==> src/rtl/wb_stage.sv <==
// Writeback stage: captures one retiring instruction and waits for load data when needed.
// It then drives a single-cycle register-file write, the pending-destination hazard and the retire count.
module wb_stage #(
  parameter int unsigned DATA_W   = 32,
  parameter int unsigned RADDR_W  = 5,
  parameter int unsigned LINK_REG = 31,
  parameter int unsigned RETIRE_W = 32
) (
  input  logic                w_clock,
  input  logic                w_reset_n,
  input  logic                w_in_valid,
  output logic                w_in_ready,
  input  logic                w_wen_in,
  input  logic                w_waddr_sel,
  input  logic                w_link_op,
  input  logic                w_load_op,
  input  logic [RADDR_W-1:0]  w_rt,
  input  logic [RADDR_W-1:0]  w_rd,
  input  logic [DATA_W-1:0]   w_alu_result,
  input  logic [DATA_W-1:0]   w_pc,
  input  logic [1:0]          w_load_size,
  input  logic                w_load_unsigned,
  input  logic [1:0]          w_addr_lo,
  input  logic                w_dmem_rvalid,
  input  logic [DATA_W-1:0]   w_dmem_rdata,
  output logic                w_rf_wen,
  output logic [RADDR_W-1:0]  w_rf_waddr,
  output logic [DATA_W-1:0]   w_rf_wdata,
  output logic                w_pend_valid,
  output logic [RADDR_W-1:0]  w_pend_addr,
  output logic                w_misalign_err,
  output logic [RETIRE_W-1:0] w_retire_count
);

  typedef enum logic [1:0] {IDLE, WAIT_MEM, COMMIT} state_t;

  state_t               state;
  logic                 wen_q;
  logic                 link_q;
  logic                 load_q;
  logic                 unsigned_q;
  logic [1:0]           size_q;
  logic [1:0]           addr_lo_q;
  logic [RADDR_W-1:0]   dest_q;
  logic [DATA_W-1:0]    alu_q;
  logic [DATA_W-1:0]    pc_q;
  logic [DATA_W-1:0]    rdata_q;
  logic [RETIRE_W-1:0]  retire_q;

  logic                 accept;
  logic                 commit;
  logic                 will_write;
  logic                 misaligned;
  logic [RADDR_W-1:0]   dest_c;
  logic [7:0]           lane8;
  logic [15:0]          lane16;
  logic [DATA_W-1:0]    load_data;

  assign w_in_ready = w_reset_n & (state != WAIT_MEM);
  assign accept     = w_in_valid & w_in_ready;
  assign commit     = (state == COMMIT);

  // Destination resolved at capture so the hazard address is stable during the load wait.
  assign dest_c = w_link_op   ? RADDR_W'(LINK_REG) :
                  w_waddr_sel ? w_rt : w_rd;

  assign will_write = wen_q & (dest_q != '0);
  assign misaligned = load_q & (((size_q == 2'b01) & addr_lo_q[0]) |
                                (size_q[1] & (addr_lo_q != 2'b00)));

  // Little-endian lane extraction and sign/zero extension.
  always_comb begin
    lane8     = rdata_q[7:0];
    lane16    = addr_lo_q[1] ? rdata_q[31:16] : rdata_q[15:0];
    load_data = '0;
    case (addr_lo_q)
      2'd0:    lane8 = rdata_q[7:0];
      2'd1:    lane8 = rdata_q[15:8];
      2'd2:    lane8 = rdata_q[23:16];
      default: lane8 = rdata_q[31:24];
    endcase
    case (size_q)
      2'b00:   load_data = unsigned_q ? DATA_W'(lane8)  : DATA_W'($signed(lane8));
      2'b01:   load_data = unsigned_q ? DATA_W'(lane16) : DATA_W'($signed(lane16));
      default: load_data = unsigned_q ? DATA_W'(rdata_q[31:0]) : DATA_W'($signed(rdata_q[31:0]));
    endcase
  end

  always_comb begin
    w_rf_wen       = commit & will_write & ~misaligned;
    w_rf_waddr     = commit ? dest_q : '0;
    w_rf_wdata     = '0;
    if (commit) begin
      if (link_q)      w_rf_wdata = pc_q + DATA_W'(8);
      else if (load_q) w_rf_wdata = load_data;
      else             w_rf_wdata = alu_q;
    end
    w_misalign_err = commit & misaligned;
    w_pend_valid   = (state != IDLE) & will_write;
    w_pend_addr    = w_pend_valid ? dest_q : '0;
  end

  assign w_retire_count = retire_q;

  always_ff @(posedge w_clock or negedge w_reset_n) begin
    if (!w_reset_n) begin
      state      <= IDLE;
      wen_q      <= 1'b0;
      link_q     <= 1'b0;
      load_q     <= 1'b0;
      unsigned_q <= 1'b0;
      size_q     <= 2'b00;
      addr_lo_q  <= 2'b00;
      dest_q     <= '0;
      alu_q      <= '0;
      pc_q       <= '0;
      rdata_q    <= '0;
      retire_q   <= '0;
    end else begin
      if (commit) retire_q <= retire_q + RETIRE_W'(1);
      case (state)
        WAIT_MEM: begin
          if (w_dmem_rvalid) begin
            rdata_q <= w_dmem_rdata;
            state   <= COMMIT;
          end
        end
        IDLE, COMMIT: begin
          if (accept) begin
            wen_q      <= w_wen_in;
            link_q     <= w_link_op;
            load_q     <= w_load_op;
            unsigned_q <= w_load_unsigned;
            size_q     <= w_load_size;
            addr_lo_q  <= w_addr_lo;
            dest_q     <= dest_c;
            alu_q      <= w_alu_result;
            pc_q       <= w_pc;
            state      <= w_load_op ? WAIT_MEM : COMMIT;
          end else begin
            state <= IDLE;
          end
        end
        default: state <= IDLE;
      endcase
    end
  end

endmodule

==> config.mk <==
export PLATFORM = sky130hd
export DESIGN_NAME = wb_stage
export DESIGN_NICKNAME = d
export VERILOG_FILES = /design/src/rtl/wb_stage.sv
export SDC_FILE = /design/constraint.sdc
export NUM_CORES = 1
export LEC_CHECK = 0
export ABC_AREA = 0
export CAP_MARGIN = 20
export CORE_ASPECT_RATIO = 0.8
export CORE_MARGIN = 8
export CORE_UTILIZATION = 45
export CTS_BUF_LIST = sky130_fd_sc_hd__clkbuf_16
export DETAILED_ROUTE_END_ITERATION = 6
export DONT_BUFFER_PORTS = 1
export RECOVER_POWER = 100
export REMOVE_ABC_BUFFERS = 1
export SETUP_SLACK_MARGIN = 0.05
export SLEW_MARGIN = 20
export SYNTH_ARGS = -nofsm -noshare
export SYNTH_HDL_FRONTEND = slang
export SYNTH_SLANG_ARGS = --single-unit
==> constraint.sdc <==
create_clock -name w_clock -period 4.9 [get_ports w_clock]
set_input_delay 0.98 -clock w_clock [delete_from_list [all_inputs] [get_ports w_clock]]
set_output_delay 0.98 -clock w_clock [all_outputs]
set_load 0.02 [all_outputs]
==> impl_metrics.prom <==
# TYPE chip_impl_metric gauge
chip_impl_metric{name="fin_ws",unit="ns"} 0.798
chip_impl_metric{name="grt_usage",unit=""} 0.211
chip_impl_metric{name="layout_min_cycle_time",unit="ns"} 4.10
chip_impl_metric{name="drc",unit=""} 0
chip_impl_metric{name="post_dp_cell_area",unit="um2"} 7760
chip_impl_metric{name="clkLatencyLatePin",unit="ns"} 0.42
chip_impl_metric{name="worst_slew_pin_slew",unit="ns"} 3.43
chip_impl_metric{name="final.setup_skew",unit="ns"} 0.00867
chip_impl_metric{name="ir_worst_vdd",unit="mV"} 0.210
chip_impl_metric{name="core_area",unit="um2"} 16600
chip_impl_metric{name="final_area",unit="um2"} 8350
chip_impl_metric{name="clock-sinks",unit=""} 143
chip_impl_metric{name="yosysWarnings",unit=""} 0
chip_impl_metric{name="timing.hold.ws",unit="ns"} 0.249
chip_impl_metric{name="static-leakage-power",unit="nW"} 3.66
chip_impl_info{name="path_class",value="flip-flop to output port"} 1
chip_impl_info{name="synth.top_cells.by_count",value="nand2_1, dfrtp_1, o21ai_0"} 1
chip_impl_metric{name="antenna_found_initial",unit=""} 2
chip_impl_metric{name="report.final.hold_viol_count",unit=""} 0
chip_impl_metric{name="period_share",unit=""} 0.837
chip_impl_metric{name="maxCapViolCount",unit=""} 4
chip_impl_metric{name="synthCells",unit=""} 840
chip_impl_metric{name="max_slew_margin",unit=""} -1.29
chip_impl_info{name="setup.worst_path.end_class",value="output port"} 1
chip_impl_metric{name="num-nets-final",unit=""} 938
chip_impl_metric{name="hold_buffers",unit=""} 0
chip_impl_metric{name="netlist_area",unit="um2"} 7650
chip_impl_metric{name="iteration_0_drc_count_of_the_detailed_router",unit=""} 417
chip_impl_metric{name="wirelength",unit="um"} 22900
chip_impl_metric{name="r2r_worst_path_depth",unit=""} 3
chip_impl_metric{name="fin_tns_setup",unit="ns"} 0
chip_impl_metric{name="grt_start_max_net_pins",unit=""} 146
chip_impl_info{name="synthTopCellsByArea",value="dfrtp_1, nand2_1, mux2_2"} 1
chip_impl_metric{name="die_area",unit="um2"} 21500
chip_impl_info{name="run_status",value="finished with violations"} 1
chip_impl_info{name="cts.root.buffer_cell",value="clkbuf_16"} 1
chip_impl_metric{name="die-height",unit="um"} 133
chip_impl_metric{name="floorplan.initialDensity",unit=""} 0.461
chip_impl_info{name="tritoncts",value="done"} 1
chip_impl_metric{name="detailedRoute.firstPassIterationCount",unit=""} 5
chip_impl_metric{name="final_cell_count_no_fill",unit=""} 1051
chip_impl_metric{name="cts.repair_timing.setup_buffer_count",unit=""} 0
chip_impl_info{name="start_kind",value="flip-flop"} 1
chip_impl_info{name="startpoint",value="addr_lo_q[1]"} 1
chip_impl_metric{name="route.antenna.remaining_nets",unit=""} 0
chip_impl_metric{name="area.growth.synth_to_final",unit="%"} 9.17
chip_impl_metric{name="clk_transition_reported_paths",unit="ns"} 0.06
chip_impl_metric{name="total_design_power",unit="mW"} 3.80
chip_impl_info{name="unrepaired_setup_endpoints_after_global_routing",value="false"} 1
chip_impl_metric{name="grt_pass1_wl",unit="um"} 35300
chip_impl_metric{name="dp.final_hpwl",unit="um"} 16600
chip_impl_info{name="r2r-start",value="state[0]"} 1
chip_impl_info{name="cp_cell_sequence",value="nor2b_1 -> a22oi_1 -> o21ai_2 -> a2111oi_2 -> a2111oi_1"} 1
chip_impl_metric{name="vias_in_the_first_global_route",unit=""} 5988
chip_impl_metric{name="synth_area_per_cell",unit="um2"} 9.11
chip_impl_metric{name="final.fill_count",unit=""} 1581
chip_impl_metric{name="post_route_cells_drive_above_1_share",unit=""} 0.110
chip_impl_metric{name="postSynth.asyncResetShare",unit=""} 1.00
chip_impl_metric{name="placement_rows",unit=""} 42
chip_impl_metric{name="post_cts_resized",unit=""} 0
chip_impl_info{name="synth_top_cell_by_area",value="dfrtp_1"} 1
chip_impl_metric{name="crit_buf_inv",unit=""} 0
chip_impl_metric{name="timing.final.max_slew_violations",unit=""} 166
chip_impl_metric{name="synth_edf_count",unit=""} 0
chip_impl_metric{name="globalRouteOverflowTotal",unit=""} 0
chip_impl_metric{name="synth_top_area_frac",unit=""} 0.468
chip_impl_metric{name="synth_sequential_area_ratio",unit=""} 0.468
chip_impl_info{name="setup.worst_path.end",value="w_rf_wdata[11]"} 1
chip_impl_metric{name="clk_path_buf_depth",unit=""} 2
chip_impl_metric{name="reg2reg_setup_slack",unit="ns"} 1.23
chip_impl_metric{name="routed-via-count",unit=""} 6063
chip_impl_info{name="synth.most_common_cell",value="nand2_1"} 1
chip_impl_metric{name="fp.dieW",unit="um"} 162
chip_impl_metric{name="critical_path_cell_count",unit=""} 5
chip_impl_metric{name="placed_cells",unit=""} 1018
chip_impl_metric{name="flops_latches_synth",unit=""} 143
chip_impl_metric{name="cp_data_required_time",unit="ns"} 3.92
chip_impl_metric{name="finish.utilization",unit=""} 0.503
chip_impl_metric{name="cp_slowest_stage_delay",unit="ns"} 1.18
chip_impl_metric{name="routed_wire_length_per_instance",unit="um"} 21.8
chip_impl_metric{name="io_pins",unit=""} 197
chip_impl_metric{name="netlist-cell-type-count",unit=""} 58
chip_impl_info{name="r2r-end",value="dest_q[4]"} 1
chip_impl_metric{name="timing.final.setup_violations",unit=""} 0
chip_impl_metric{name="power_density",unit="nW/um2"} 455
chip_impl_metric{name="tritoncts_buffers",unit=""} 17
chip_impl_info{name="timing.critical_path.max_delay_family",value="compound AO/OA/AOI/OAI gates"} 1
chip_impl_metric{name="minimum_setup_slack_after_placement",unit="ns"} 1.41
chip_impl_info{name="violations",value="max-capacitance violations, max-slew violations"} 1
chip_impl_metric{name="numPortBuffers",unit=""} 0
chip_impl_metric{name="routed_via_density",unit=""} 5.77
chip_impl_metric{name="max_freq",unit="MHz"} 244
chip_impl_info{name="crit_path_top_delay_cell",value="a2111oi_1"} 1
chip_impl_metric{name="critical_path.max_fanout",unit=""} 20
chip_impl_metric{name="critical_path_arrival",unit="ns"} 3.12
chip_impl_metric{name="h_tree_levels",unit=""} 4
chip_impl_metric{name="gp_congestion",unit=""} 0.854
chip_impl_info{name="synthFlopType",value="dfrtp_1"} 1
chip_impl_info{name="hp-class",value="primary input to async pin"} 1
==> kinds of logic (layout without fill, tap and decap cells) <==
group,after synthesis,count (layout),share of synthesized area
AO/OA/AOI/OAI,137,137,0.120
AND/OR/NAND/NOR,394,394,0.241
buffers and inverters,59,49,0.0330
adder cells (fa/ha/maj),2,2,0.00327
flip-flops,143,143,0.468
multiplexers,48,48,0.0705
other,0,1,0
XOR/XNOR,57,57,0.0652
==> cell type report <==
type | count | area, um2 | area share
Multi-Input combinational cell | 638 | 3780 | 0.452
Sequential cell | 143 | 3580 | 0.428
Clock buffer | 17 | 425 | 0.0509
Tap cell | 220 | 275 | 0.0329
Clock inverter | 15 | 218 | 0.0261
Timing Repair Buffer | 7 | 37.5 | 0.00449
Inverter | 10 | 37.5 | 0.00449
Antenna cell | 1 | 2.50 | 0.000300
==> worst min-delay path by stage <==
| stage | startpoint | depth (start not counted) | slack (ns) | endpoint |
|---|---|---|---|---|
| detailed placement | alu_q[2] | 2 | 0.46 | alu_q[2] |
| floorplan | alu_q[11] | 2 | 0.44 | alu_q[11] |
| CTS | w_reset_n | 0 | 0.23 | alu_q[20] |
| finish | w_reset_n | 0 | 0.25 | alu_q[20] |
| global placement | alu_q[11] | 2 | 0.46 | alu_q[11] |
| global route | w_reset_n | 0 | 0.22 | alu_q[20] |
==> layout by cell type, fill, tap and decap left out, drive strengths merged, types with 8 or more instances in the layout <==
cell type	netlist	layout
a211oi	8	8
a21oi	24	24
a221oi	12	12
and2	14	14
and3	19	19
clkbuf	35	21
dfrtp	143	143
inv	9	14
mux2	41	41
nand2	261	261
nand3	20	20
nand4	17	17
nor2	22	22
nor3	11	11
o211ai	8	8
o21a	8	8
o21ai	45	45
o22ai	13	13
xnor2	42	42
xor2	15	15
==> state kept, by name, indices dropped and copies added (netlist names), 2 cells and up <==
register	flops
w_retire_count	32
dest_q	5
addr_lo_q	2
rdata_q	32
state	2
size_q	2
pc_q	32
alu_q	32
==> power by group <==
part           internal [mW]  switching, mW  leakage (nW)
Clock                  0.902          0.518         0.316
Sequential              1.39          0.279          1.80
Combinational          0.308          0.407          1.55
==> per-layer routing <==
metal	GRT usage	share of wire	vias up
met3	0.0639	0.072	22
li1	-	-	2831
met1	0.274	0.44	2987
met2	0.336	0.48	221
met5	0	0.00057	-
met4	0.0554	0.014	2
Power figures use the tool's default switching activity.
